`config.mk`:
```
export PLATFORM = sky130hd
export DESIGN_NAME = vga_horiz_fsm
export DESIGN_NICKNAME = d
export VERILOG_FILES = /design/src/rtl/vga_horiz_fsm.sv
export SDC_FILE = /design/constraint.sdc
export NUM_CORES = 1
export LEC_CHECK = 0
export CORE_MARGIN = 3
export CORE_UTILIZATION = 58
export CTS_CLUSTER_DIAMETER = 40
export DETAILED_ROUTE_END_ITERATION = 16
export PLACE_DENSITY_LB_ADDON = 0.12
export SYNTH_ARGS = -nofsm -noshare
export SYNTH_HDL_FRONTEND = slang
export SYNTH_SLANG_ARGS = --single-unit
```
`constraint.sdc`:
```
create_clock -name clk -period 3 [get_ports clk]
set_input_delay 0.3 -clock clk [delete_from_list [all_inputs] [get_ports clk]]
set_output_delay 0.3 -clock clk [all_outputs]
set_load 0.02 [all_outputs]
```
`src/rtl/vga_horiz_fsm.sv`:
```
`timescale 1ns/1ps
// Purpose: horizontal VGA timing. Generates hsync, a frame-buffer X fetch address that leads the
//          visible window by FETCH_LEAD clocks, the visible-pixel window and a line-end strobe.
// Latency: every output is registered, one clock after the counter value it decodes. No backpressure (free-running).
//
// Ports:
//   clk          pixel clock (25 MHz for 640x480@60)
//   reset        synchronous, active-high; counter, state and outputs return to their idle values
//   vga_hs       HSYNC, active-low pulse of HS_PULSE clocks at the start of each line
//   addr_x_valid addr_x holds a fetch column this cycle
//   addr_x       column to fetch, 0..PIXELS-1, 0 when not valid
//   pixel_active visible window; pixel data fetched FETCH_LEAD cycles ago is presented now
//   line_end     one-cycle strobe on the last clock of each line
module vga_horiz_fsm #(
    parameter int HS_PULSE     = 96,
    parameter int BACK_PORCH   = 48,
    parameter int PIXELS       = 640,
    parameter int FRONT_PORCH  = 16,
    parameter int ADDR_X_WIDTH = 10,
    parameter int FETCH_LEAD   = 2
) (
    input  logic                    clk,
    input  logic                    reset,
    output logic                    vga_hs,
    output logic                    addr_x_valid,
    output logic [ADDR_X_WIDTH-1:0] addr_x,
    output logic                    pixel_active,
    output logic                    line_end
);

    localparam int LINE  = HS_PULSE + BACK_PORCH + PIXELS + FRONT_PORCH;
    localparam int CNT_W = $clog2(LINE);

    // Last count of each phase; the FSM leaves a phase on these values.
    localparam logic [CNT_W-1:0] HS_LAST   = CNT_W'(HS_PULSE - 1);
    localparam logic [CNT_W-1:0] BP_LAST   = CNT_W'(HS_PULSE + BACK_PORCH - 1);
    localparam logic [CNT_W-1:0] PX_LAST   = CNT_W'(HS_PULSE + BACK_PORCH + PIXELS - 1);
    localparam logic [CNT_W-1:0] LINE_LAST = CNT_W'(LINE - 1);

    // Visible window and the earlier fetch window. Inclusive bounds avoid
    // overflowing CNT_W when FRONT_PORCH is zero.
    localparam logic [CNT_W-1:0] PX_FIRST = CNT_W'(HS_PULSE + BACK_PORCH);
    localparam logic [CNT_W-1:0] A_FIRST  = CNT_W'(HS_PULSE + BACK_PORCH - FETCH_LEAD);
    localparam logic [CNT_W-1:0] A_LAST   = CNT_W'(HS_PULSE + BACK_PORCH - FETCH_LEAD + PIXELS - 1);

    typedef enum logic [1:0] {
        STATE_HS_PULSE    = 2'd0,
        STATE_BACK_PORCH  = 2'd1,
        STATE_PIXELS      = 2'd2,
        STATE_FRONT_PORCH = 2'd3
    } state_t;

    state_t                  state;
    state_t                  state_next;
    logic [CNT_W-1:0]        cnt;
    logic [CNT_W-1:0]        cnt_next;
    logic                    vga_hs_next;
    logic                    addr_x_valid_next;
    logic [ADDR_X_WIDTH-1:0] addr_x_next;
    logic                    pixel_active_next;
    logic                    line_end_next;

    always_ff @(posedge clk) begin
        if (reset) begin
            state        <= STATE_HS_PULSE;
            cnt          <= '0;
            vga_hs       <= 1'b1;
            addr_x_valid <= 1'b0;
            addr_x       <= '0;
            pixel_active <= 1'b0;
            line_end     <= 1'b0;
        end else begin
            state        <= state_next;
            cnt          <= cnt_next;
            vga_hs       <= vga_hs_next;
            addr_x_valid <= addr_x_valid_next;
            addr_x       <= addr_x_next;
            pixel_active <= pixel_active_next;
            line_end     <= line_end_next;
        end
    end

    always_comb begin
        state_next        = state;
        cnt_next          = (cnt == LINE_LAST) ? '0 : cnt + CNT_W'(1);
        vga_hs_next       = (state != STATE_HS_PULSE);
        addr_x_valid_next = (cnt >= A_FIRST) && (cnt <= A_LAST);
        pixel_active_next = (cnt >= PX_FIRST) && (cnt <= PX_LAST);
        line_end_next     = (cnt == LINE_LAST);
        // The registered addr_x belongs to the previous count, so inside the
        // fetch window the next column is simply one more; the first column is 0.
        addr_x_next       = '0;
        if (addr_x_valid_next && addr_x_valid) begin
            addr_x_next = addr_x + ADDR_X_WIDTH'(1);
        end

        case (state)
            STATE_HS_PULSE:    if (cnt == HS_LAST)   state_next = STATE_BACK_PORCH;
            STATE_BACK_PORCH:  if (cnt == BP_LAST)   state_next = STATE_PIXELS;
            STATE_PIXELS:      if (cnt == PX_LAST)   state_next = STATE_FRONT_PORCH;
            STATE_FRONT_PORCH: if (cnt == LINE_LAST) state_next = STATE_HS_PULSE;
            default:           state_next = state_t'('x);
        endcase
    end

endmodule
```
==> reports/results.tsv <==
stage	metric	value	unit
global_route	grt_pass1_wl	4070	µm
pwr	power_density	402	nW/µm²
route	wl	2520	µm
yosys	synth_nets	158	
yosys	synth_largest_area_cell	dfxtp_1	
pwr	p_sw	0.000124	W
job	cap_violations	0	
worst_setup_path	worst_ep_arrival_time	2.21	ns
pwr	p_seq_share	57.4	%
worst_setup_path	reg2reg_depth	6	
layout	postLayoutCellArea	1540	µm²
worst_setup_path	cp_cell_sequence	inv_1 > ha_1 > or4b_1 > a211oi_1 > o22a_2 > mux2i_1	
worst_hold_path	holdCritPathClass	reg -> reg	
pwr	cellLeakagePower	0.553	nW
sta	setup_tns	0	ns
yosys	synth-async-reset-ratio	0	%
worst_hold_path	hp-start	addr_x[0]$_SDFF_PP0_	
layout	nFillCells	145	
yosys	ys_top_cells_by_area	dfxtp_1 (39%), ha_1 (9.4%), nor2_1 (7.9%)	
layout	n_antenna_cell	0	
sta	worstMarginPinSlew	0.635	ns
placed_design	io_buffers	15	
pwr	p_total	0.000618	W
layout	area_delta_synth_final	15.2	%
worst_setup_path	critPathRequiredTime	3.27	ns
sta	fin_skew	0.00334	ns
die	coreArea	2060	µm²
placed_design	place_inst	184	
pwr	internal_power	0.000495	W
sta	fmax	516	MHz
yosys	synth-seq-cells	26	
clock_network	tritoncts	done	
sta	rsz0062_at_grt	false	
placed_design	hpwl	1870	µm
sta	fin_crit	1.94	ns
layout	regArea	520	µm²
layout	multi_input_area	742	µm²
yosys	synthesis.area	1330	µm²
placed_design	gp_congestion	0.808	
pwr	power_frac_clock	38.7	%
route	vias_per_cell	5.44	
yosys	yosysSeqAreaShare	39.0	%
route	drt-pass1-iter-count	4	
layout	layout-drive-gt1-share	6.83	%
yosys	synth_common_cells	nor2_1 (28), dfxtp_1 (26), xnor2_1 (11)	
clock_network	cts-root-buf	clkbuf_4	
worst_setup_path	critPathLaunchType	flop	
die	floorplan.rows	16	
route	drc	0	
yosys	yosysMostFrequentCell	nor2_1	
global_route	grt_pass1_vias	937	
clock_network	clk_latency	0.33	ns
route	vias	1023	
clock_network	postCtsSetupBuffers	0	
pwr	switching_share	20.0	%
clock_network	cts_hold_buf	0	
sta	max-slew-margin-rel	57.4	%
clock_network	clk_pin_slew	0.14	ns
worst_hold_path	holdPathStages	1	
clock_network	htree_levels	1	
yosys	yosys_warnings	0	
layout	fin_cells	188	
global_route	antenna_found_initial	0	
global_route	grt.total_usage	19.7	%
yosys	synth_ff_type	dfxtp_1	
worst_setup_path	reg2reg_from	state[0]$_SDFFE_PP0P_	
worst_setup_path	cp-end-kind	flop	
sta	hold_violations	0	
worst_hold_path	hold_end	addr_x[0]$_SDFF_PP0_	
worst_setup_path	r2r_setup_slack	1.06	ns
worst_setup_path	max_stage_delay	0.52	ns
sta	setup_violations	0	
pwr	ir_worst_vdd	342	µV
route	drtAntennaViolNets	0	
die	die_height	54.0	µm
clock_network	clock_sinks	26	
die	ios	16	
worst_setup_path	cp_slowest_cell	or4b_1	
clock_network	cts_buffers	3	
yosys	synth_edf_count	0	
placed_design	place_area	1480	µm²
route	wl_per_cell	13.4	µm
die	fp.dieArea	2910	µm²
worst_setup_path	r2r_end	state[0]$_SDFFE_PP0P_	
run_status	run_status	finished clean	
sta	slew_viol_final	0	
layout	fin_nets	174	
layout	post-route-util	74.5	%
yosys	postSynthCellCount	146	
die	die_w	54.0	µm
yosys	synth.avg_cell_area	9.14	µm²
worst_setup_path	path_class	reg -> reg	
pwr	power_frac_comb	3.8	%
sta	final.period_utilization	64.7	%
clock_network	cts_buffer_depth	2	
yosys	ys_types	38	
global_route	grt_max_degree	16	
route	drt_first_iter_violations	25	
worst_setup_path	crit_fanout	4	
clock_network	post_cts_resized	0	
yosys	synth_top_area_share	39.0	%
die	initial_core_util	64.7	%
global_route	overflow	0	
-- registers in the layout (all words and copies together) (netlist names) --
name          cells
vga_hs            1
addr_x_valid      1
line_end          1
cnt              10
addr_x           10
state             2
pixel_active      1
-- stage by stage --
step,setup slack (ns),hold slack (ns)
5_1_grt,0.898,0.529
6_report,1.06,0.496
2_1_floorplan,1.27,0.372
3_5_place_dp,1.11,0.476
4_1_cts,1.04,0.509
3_3_place_gp,1.16,0.456
-- cell type report --
cell class,count,area share [%]
Sequential cell,26,33.9
Tap cell,27,2.20
Clock inverter,1,1.95
Clock buffer,3,1.47
Inverter,10,2.44
Multi-Input combinational cell,106,48.3
Timing Repair Buffer,15,9.77
-- layout by cell type (no fill, tap or decap), types with 2 or more instances in the layout --
cell | synthesis | final
nor2_1 | 28 | 28
dfxtp_1 | 26 | 26
clkdlybuf4s50_1 | 0 | 15
xnor2_1 | 11 | 11
inv_1 | 10 | 10
ha_1 | 10 | 10
nand2_1 | 9 | 9
nand3_1 | 8 | 8
xor2_1 | 5 | 5
nor3_1 | 3 | 3
and3_1 | 3 | 3
nor4_1 | 3 | 3
clkbuf_4 | 0 | 3
or4b_1 | 2 | 2
mux2i_1 | 2 | 2
-- power groups by stage --
stage | clock network [W] | registers (W) | logic [W]
2_1_floorplan | 0 | 0.000361 | 0.0000155
3_3_place_gp | 0 | 0.000362 | 0.0000212
3_5_place_dp | 0 | 0.000363 | 0.0000239
4_1_cts | 0.000250 | 0.000355 | 0.0000240
5_1_grt | 0.000262 | 0.000357 | 0.0000268
6_report | 0.000239 | 0.000355 | 0.0000237
-- worst max-delay path, delay by kind of cell, from the launching register on --
kind,cells,cell delay [ns]
compound gates,2,0.45
fa+ha+maj,1,0.24
buf+inv,1,0.10
flops,1,0.41
mux,1,0.17
simple gates,1,0.52
-- how the worst max path moves through the flow --
stage	cells after the start	from	slack [ns]	to
after floorplan	6	state[0]$_SDFFE_PP0P_	1.27	state[0]$_SDFFE_PP0P_
after global placement	6	state[0]$_SDFFE_PP0P_	1.16	state[1]$_SDFFE_PP0P_
after detailed placement	6	state[0]$_SDFFE_PP0P_	1.11	state[1]$_SDFFE_PP0P_
after CTS	6	state[0]$_SDFFE_PP0P_	1.04	state[0]$_SDFFE_PP0P_
after global routing	6	state[0]$_SDFFE_PP0P_	0.90	state[0]$_SDFFE_PP0P_
final	6	state[0]$_SDFFE_PP0P_	1.06	state[0]$_SDFFE_PP0P_
-- layer usage --
metal	GRT usage [%]	share of wire, %	vias to the layer above
li1	-	-	524
met1	25.3	46	471
met2	30.6	47	21
met3	4.99	4.6	7
met4	8.94	2.3	0
met5	0	0	-
-- cell families (layout without fill, tap and decap cells) --
logic type / count (synthesis) / count (layout) / share of synthesized area [%]
compound gates: 12 / 12 / 8.91
simple gates: 66 / 66 / 25.3
flops: 26 / 26 / 39.0
mux: 2 / 2 / 1.50
buf+inv: 14 / 29 / 5.35
fa+ha+maj: 10 / 10 / 9.38
xor+xnor: 16 / 16 / 10.5
(Power assumes the default switching activity.)
==> patch 1, RTL diff (same flow settings) <==
The parameter `HS_PULSE` goes from 96 to 48.
--- a/src/rtl/vga_horiz_fsm.sv
+++ b/src/rtl/vga_horiz_fsm.sv
@@ -12,7 +12,7 @@
 //   pixel_active visible window; pixel data fetched FETCH_LEAD cycles ago is presented now
 //   line_end     one-cycle strobe on the last clock of each line
 module vga_horiz_fsm #(
-    parameter int HS_PULSE     = 96,
+    parameter int HS_PULSE     = 48,
     parameter int BACK_PORCH   = 48,
     parameter int PIXELS       = 640,
     parameter int FRONT_PORCH  = 16,
Formal check against the unedited RTL: no difference found for any inputs over 10 cycles, from zero or initial values and one cycle with reset high; that may be too few to reach the edited logic, so the function may still have changed.
==> patch 1 against the original RTL <==
Die area is 4.2% lower; sequential share of layout area is 0.99 points higher; area after synthesis fell by 4.7%; final area is 2.9% lower; clock skew fell by 0.69 ps; sequential cell count stayed put; worst hold slack improved by 8.6 ps; sequential power is essentially flat; worst setup slack gained 190 ps; power shrank 1.2%; routed wire length shrank 4.8%; combinational power is 14% lower; critical path type is now flip-flop to primary output; largest power group unchanged.
==> patch 1: results (changes against the original RTL) <==
stage;metric;value;unit;change
layout;buffering overhead;10.1;%;was 9.77%
routing;drt initial violations;15;;was 25
setup_path;CP peak stage delay;670;ps;was 520 ps
synth;Synth Area in Compound Gates;9.94;%;was 8.91%
global_route;antenna violations before repair;0;;unchanged
pwr;clk pwr;0.000235;W;was 0.000239 W
placement;# port buffers;15;;unchanged
layout;Fillers;157;;was 145
pwr;static leakage;0.566;nW;was 0.553 nW
layout;clk tree area frac;3.52;%;was 3.42%
layout;Inverters;7;;was 10
placement;Post-Place Cells;173;;was 184
clock_tree;Max clock buf depth;2;;unchanged
routing;final WL;2390;um;was 2520 um
placement;Cell Area, Placed;1440;um^2;was 1480 um^2
placement;Place WS;1260;ps;was 1110 ps
routing;vias;976;;was 1023
synth;Adder-Cell Fraction of Synth Area;9.84;%;was 9.38%
pwr;Max IR drop VDD;0.423;mV;was 0.342 mV
hold_path;HP Class;flip-flop to flip-flop;;unchanged
pwr;Comb power frac;3.3;%;was 3.8%
layout;sequential share of cell area;34.9;%;was 33.9%
setup_path;Critical-path top delay cell;clkdlybuf4s50_1;;was or4b_1
placement;Placer Congestion;0.796;;was 0.808
layout;clock buffers;3;;unchanged
outcome;status;completed;;unchanged
layout;Largest cell class;multi-input combinational cells;;unchanged
synth;Async S/R FF share, synth;0;%;unchanged
timing;Clock Skews;2.65;ps;was 3.34 ps
layout;Reg area;520;um^2;unchanged
pwr;Internal;0.000493;W;was 0.000495 W
synth;Netlist cell types;34;;was 38
synth;post-synthesis mux area share;1.57;%;was 1.50%
placement;DP Wirelength;1830;um;was 1870 um
setup_path;largest delay contributor family on the critical path;buffers and inverters;;was simple AND/OR/NAND/NOR gates
layout;non-clock buffer count;15;;unchanged
synth;Mapped Area;1270;um^2;was 1330 um^2
pwr;Net Sw Frac;19.3;%;was 20.0%
layout;Multi-input gate area;709;um^2;was 742 um^2
synth;Syn Inst Count;134;;was 146
layout;multi-input gates;98;;was 106
synth;Synth Area in XOR/XNOR;11.0;%;was 10.5%
clock_tree;clk sinks;26;;unchanged
timing;Worst-Margin Slew;641;ps;was 635 ps
setup_path;CP max FO;6;;was 4
synth;largest cells by area after synthesis;dfxtp_1 41%, ha_1 9.8%, xor2_1 7.6%;;was dfxtp_1 39%, ha_1 9.4%, nor2_1 7.9%
global_route;all-layer global routing usage;20.9;%;was 19.7%
layout;Nets;163;;was 174
routing;Routed WL per cell;13.5;um;was 13.4 um
global_route;first-pass GRT wire length;4330;um;was 4070 um
layout;share of cells above drive strength 1;6.67;%;was 6.83%
synth;sequential area share after synthesis;40.9;%;was 39.0%
global_route;vias in the first global route;968;;was 937
layout;ANT cells;0;;unchanged
synth;Synth top cells by count;26 x dfxtp_1, 21 x nor2_1, 11 x xor2_1, 10 x ha_1, 9 x nand2_1;;was 28 x nor2_1, 26 x dfxtp_1, 11 x xnor2_1, 10 x ha_1, 10 x inv_1
setup_path;crit path DAT;1450;ps;was 2210 ps
clock_tree;Clk Latency, worst-skew pair;320;ps;
synth;Syn Nets;146;;was 158
-- patch 1: cell count changes after synthesis, moves of 3 or more --
cell / before / now
inv_1: 10 / 6
buf_2: 0 / 3
xor2_1: 5 / 11
nand4_1: 1 / 4
xnor2_1: 11 / 5
nor2_1: 28 / 21
-- patch 1: metal layers --
layer	GRT usage, %	part of all wire, %	wire, um	up-vias
met5	0	0	0	-
met4	6.81	0.71	17	0
met3	2.85	3.2	76	2
met2	34.7	47	1140	16
met1	27.5	49	1160	455
li1	-	-	-	503
-- patch 1: final timing paths --
path,to,depth (start not counted),startpoint,slack [ps]
worst min-delay path,addr_x[0],1,addr_x[0],500
worst min register to register,addr_x[0],1,addr_x[0],500
worst max-delay path,addr_x[4],1,addr_x[4],1250
worst max register to register,state[1],5,cnt[0],1260
==> patch 2, RTL diff (same settings) <==
Made on the original files. `addr_x` no longer has a reset.
--- a/src/rtl/vga_horiz_fsm.sv
+++ b/src/rtl/vga_horiz_fsm.sv
@@ -66,7 +66,6 @@
             cnt          <= '0;
             vga_hs       <= 1'b1;
             addr_x_valid <= 1'b0;
-            addr_x       <= '0;
             pixel_active <= 1'b0;
             line_end     <= 1'b0;
         end else begin
@@ -74,10 +73,13 @@
             cnt          <= cnt_next;
             vga_hs       <= vga_hs_next;
             addr_x_valid <= addr_x_valid_next;
-            addr_x       <= addr_x_next;
             pixel_active <= pixel_active_next;
             line_end     <= line_end_next;
         end
+    end
+
+    always_ff @(posedge clk) begin
+        addr_x <= addr_x_next;
     end
 
     always_comb begin
Behaviour: same outputs for any inputs over 10 cycles, from zero or initial values and one cycle with reset high; that may be too few to reach the edited logic, so the function may still have changed.
==> patch 2 against the original RTL <==
Global-route usage fell by 0.79 points; fmax fell by 13%; via count fell by 4.3%; routed wire length fell by 13%; worst setup slack got worse by 300 ps; clock power fell by 27%; final area fell by 4.9%; power fell by 11%; area after synthesis fell by 4.1%; sequential cell count did not move; utilization fell by 2.2 points; combinational power fell by 17%; critical endpoint unchanged; largest power group unchanged.
==> patch 2: results (changes against the original RTL) <==
stage;metric;value;unit;change
layout;non-clock buffer count;15;;unchanged
routing;final WL;2190;um;was 2520 um
routing;met3 WL post-DR;120;um;was 115 um
layout;Fillers;156;;was 145
routing;met1 wire length;1060;um;was 1170 um
timing;Clock Skews;3.31;ps;was 3.34 ps
global_route;grt met1 use;25.7;%;was 25.3%
global_route;largest net degree at the start of global routing;15;;was 16
timing;Hold Slack;492;ps;was 496 ps
synth;largest cells by area after synthesis;dfxtp_1 41%, ha_1 9.8%, nor2_1 8.5%;;was dfxtp_1 39%, ha_1 9.4%, nor2_1 7.9%
placement;Placer Congestion;0.839;;was 0.808
clock_tree;post-CTS setup buffers;0;;unchanged
synth;Adder-Cell Fraction of Synth Area;9.78;%;was 9.38%
global_route;met3 usage;2.82;%;was 4.99%
timing;Worst-Margin Slew;504;ps;was 635 ps
global_route;first-pass GRT wire length;3930;um;was 4070 um
layout;Nets;169;;was 174
setup_path;crit path DAT;2500;ps;was 2210 ps
routing;drt initial violations;30;;was 25
layout;share of cells above drive strength 1;3.85;%;was 6.83%
routing;DR pass1 iterations;4;;unchanged
global_route;grt met2 use;27.9;%;was 30.6%
layout;Multi-input gate area;691;um^2;was 742 um^2
layout;clk tree area frac;2.48;%;was 3.42%
placement;Post-Place Cells;179;;was 184
synth;Syn Nets;154;;was 158
layout;clock buffers;4;;was 3
setup_path;R2R Setup Slk;760;ps;was 1060 ps
global_route;all-layer global routing usage;18.9;%;was 19.7%
synth;Syn Inst Count;142;;was 146
pwr;clk pwr;0.000174;W;was 0.000239 W
global_route;vias in the first global route;891;;was 937
routing;vias;979;;was 1023
placement;Place WS;767;ps;was 1110 ps
layout;Inverters;8;;was 10
placement;Cell Area, Placed;1430;um^2;was 1480 um^2
routing;routed vias/inst;5.35;;was 5.44
pwr;Seq pwr share;64.6;%;was 57.4%
pwr;power per cell area;376;nW/um^2;was 402 nW/um^2
synth;sequential area share after synthesis;40.7;%;was 39.0%
synth;post-synthesis mux area share;1.57;%;was 1.50%
pwr;Max IR drop VDD;0.312;mV;was 0.342 mV
synth;Synth Area in Compound Gates;5.58;%;was 8.91%
layout;multi-input gates;103;;was 106
routing;met2 wire length;958;um;was 1170 um
pwr;static leakage;0.510;nW;was 0.553 nW
timing;fmax;446;MHz;was 516 MHz
outcome;status;completed;;unchanged
layout;buffering overhead;10.3;%;was 9.77%
patch 2: cell types whose count changed after synthesis, sizes merged, moves of 2 or more:
cell | unedited run | this run
a211o | 0 | 2
and3 | 3 | 0
inv | 10 | 8
nand2 | 9 | 7
nand2b | 1 | 3
nand4 | 2 | 4
o211ai | 2 | 0
or2b | 0 | 2
patch 2: how the worst min path moves through the flow:
| stage | start | to | slack, ps | cells past startpoint |
|---|---|---|---|---|
| 3_3_place_gp | addr_x[0] | addr_x[0] | 460 | 1 |
| 6_report | addr_x[0] | addr_x[0] | 490 | 1 |
| 3_5_place_dp | addr_x[0] | addr_x[0] | 470 | 1 |
| 5_1_grt | addr_x[0] | addr_x[0] | 540 | 1 |
| 2_1_floorplan | cnt[0] | cnt[0] | 460 | 1 |
| 4_1_cts | addr_x[0] | addr_x[0] | 510 | 1 |
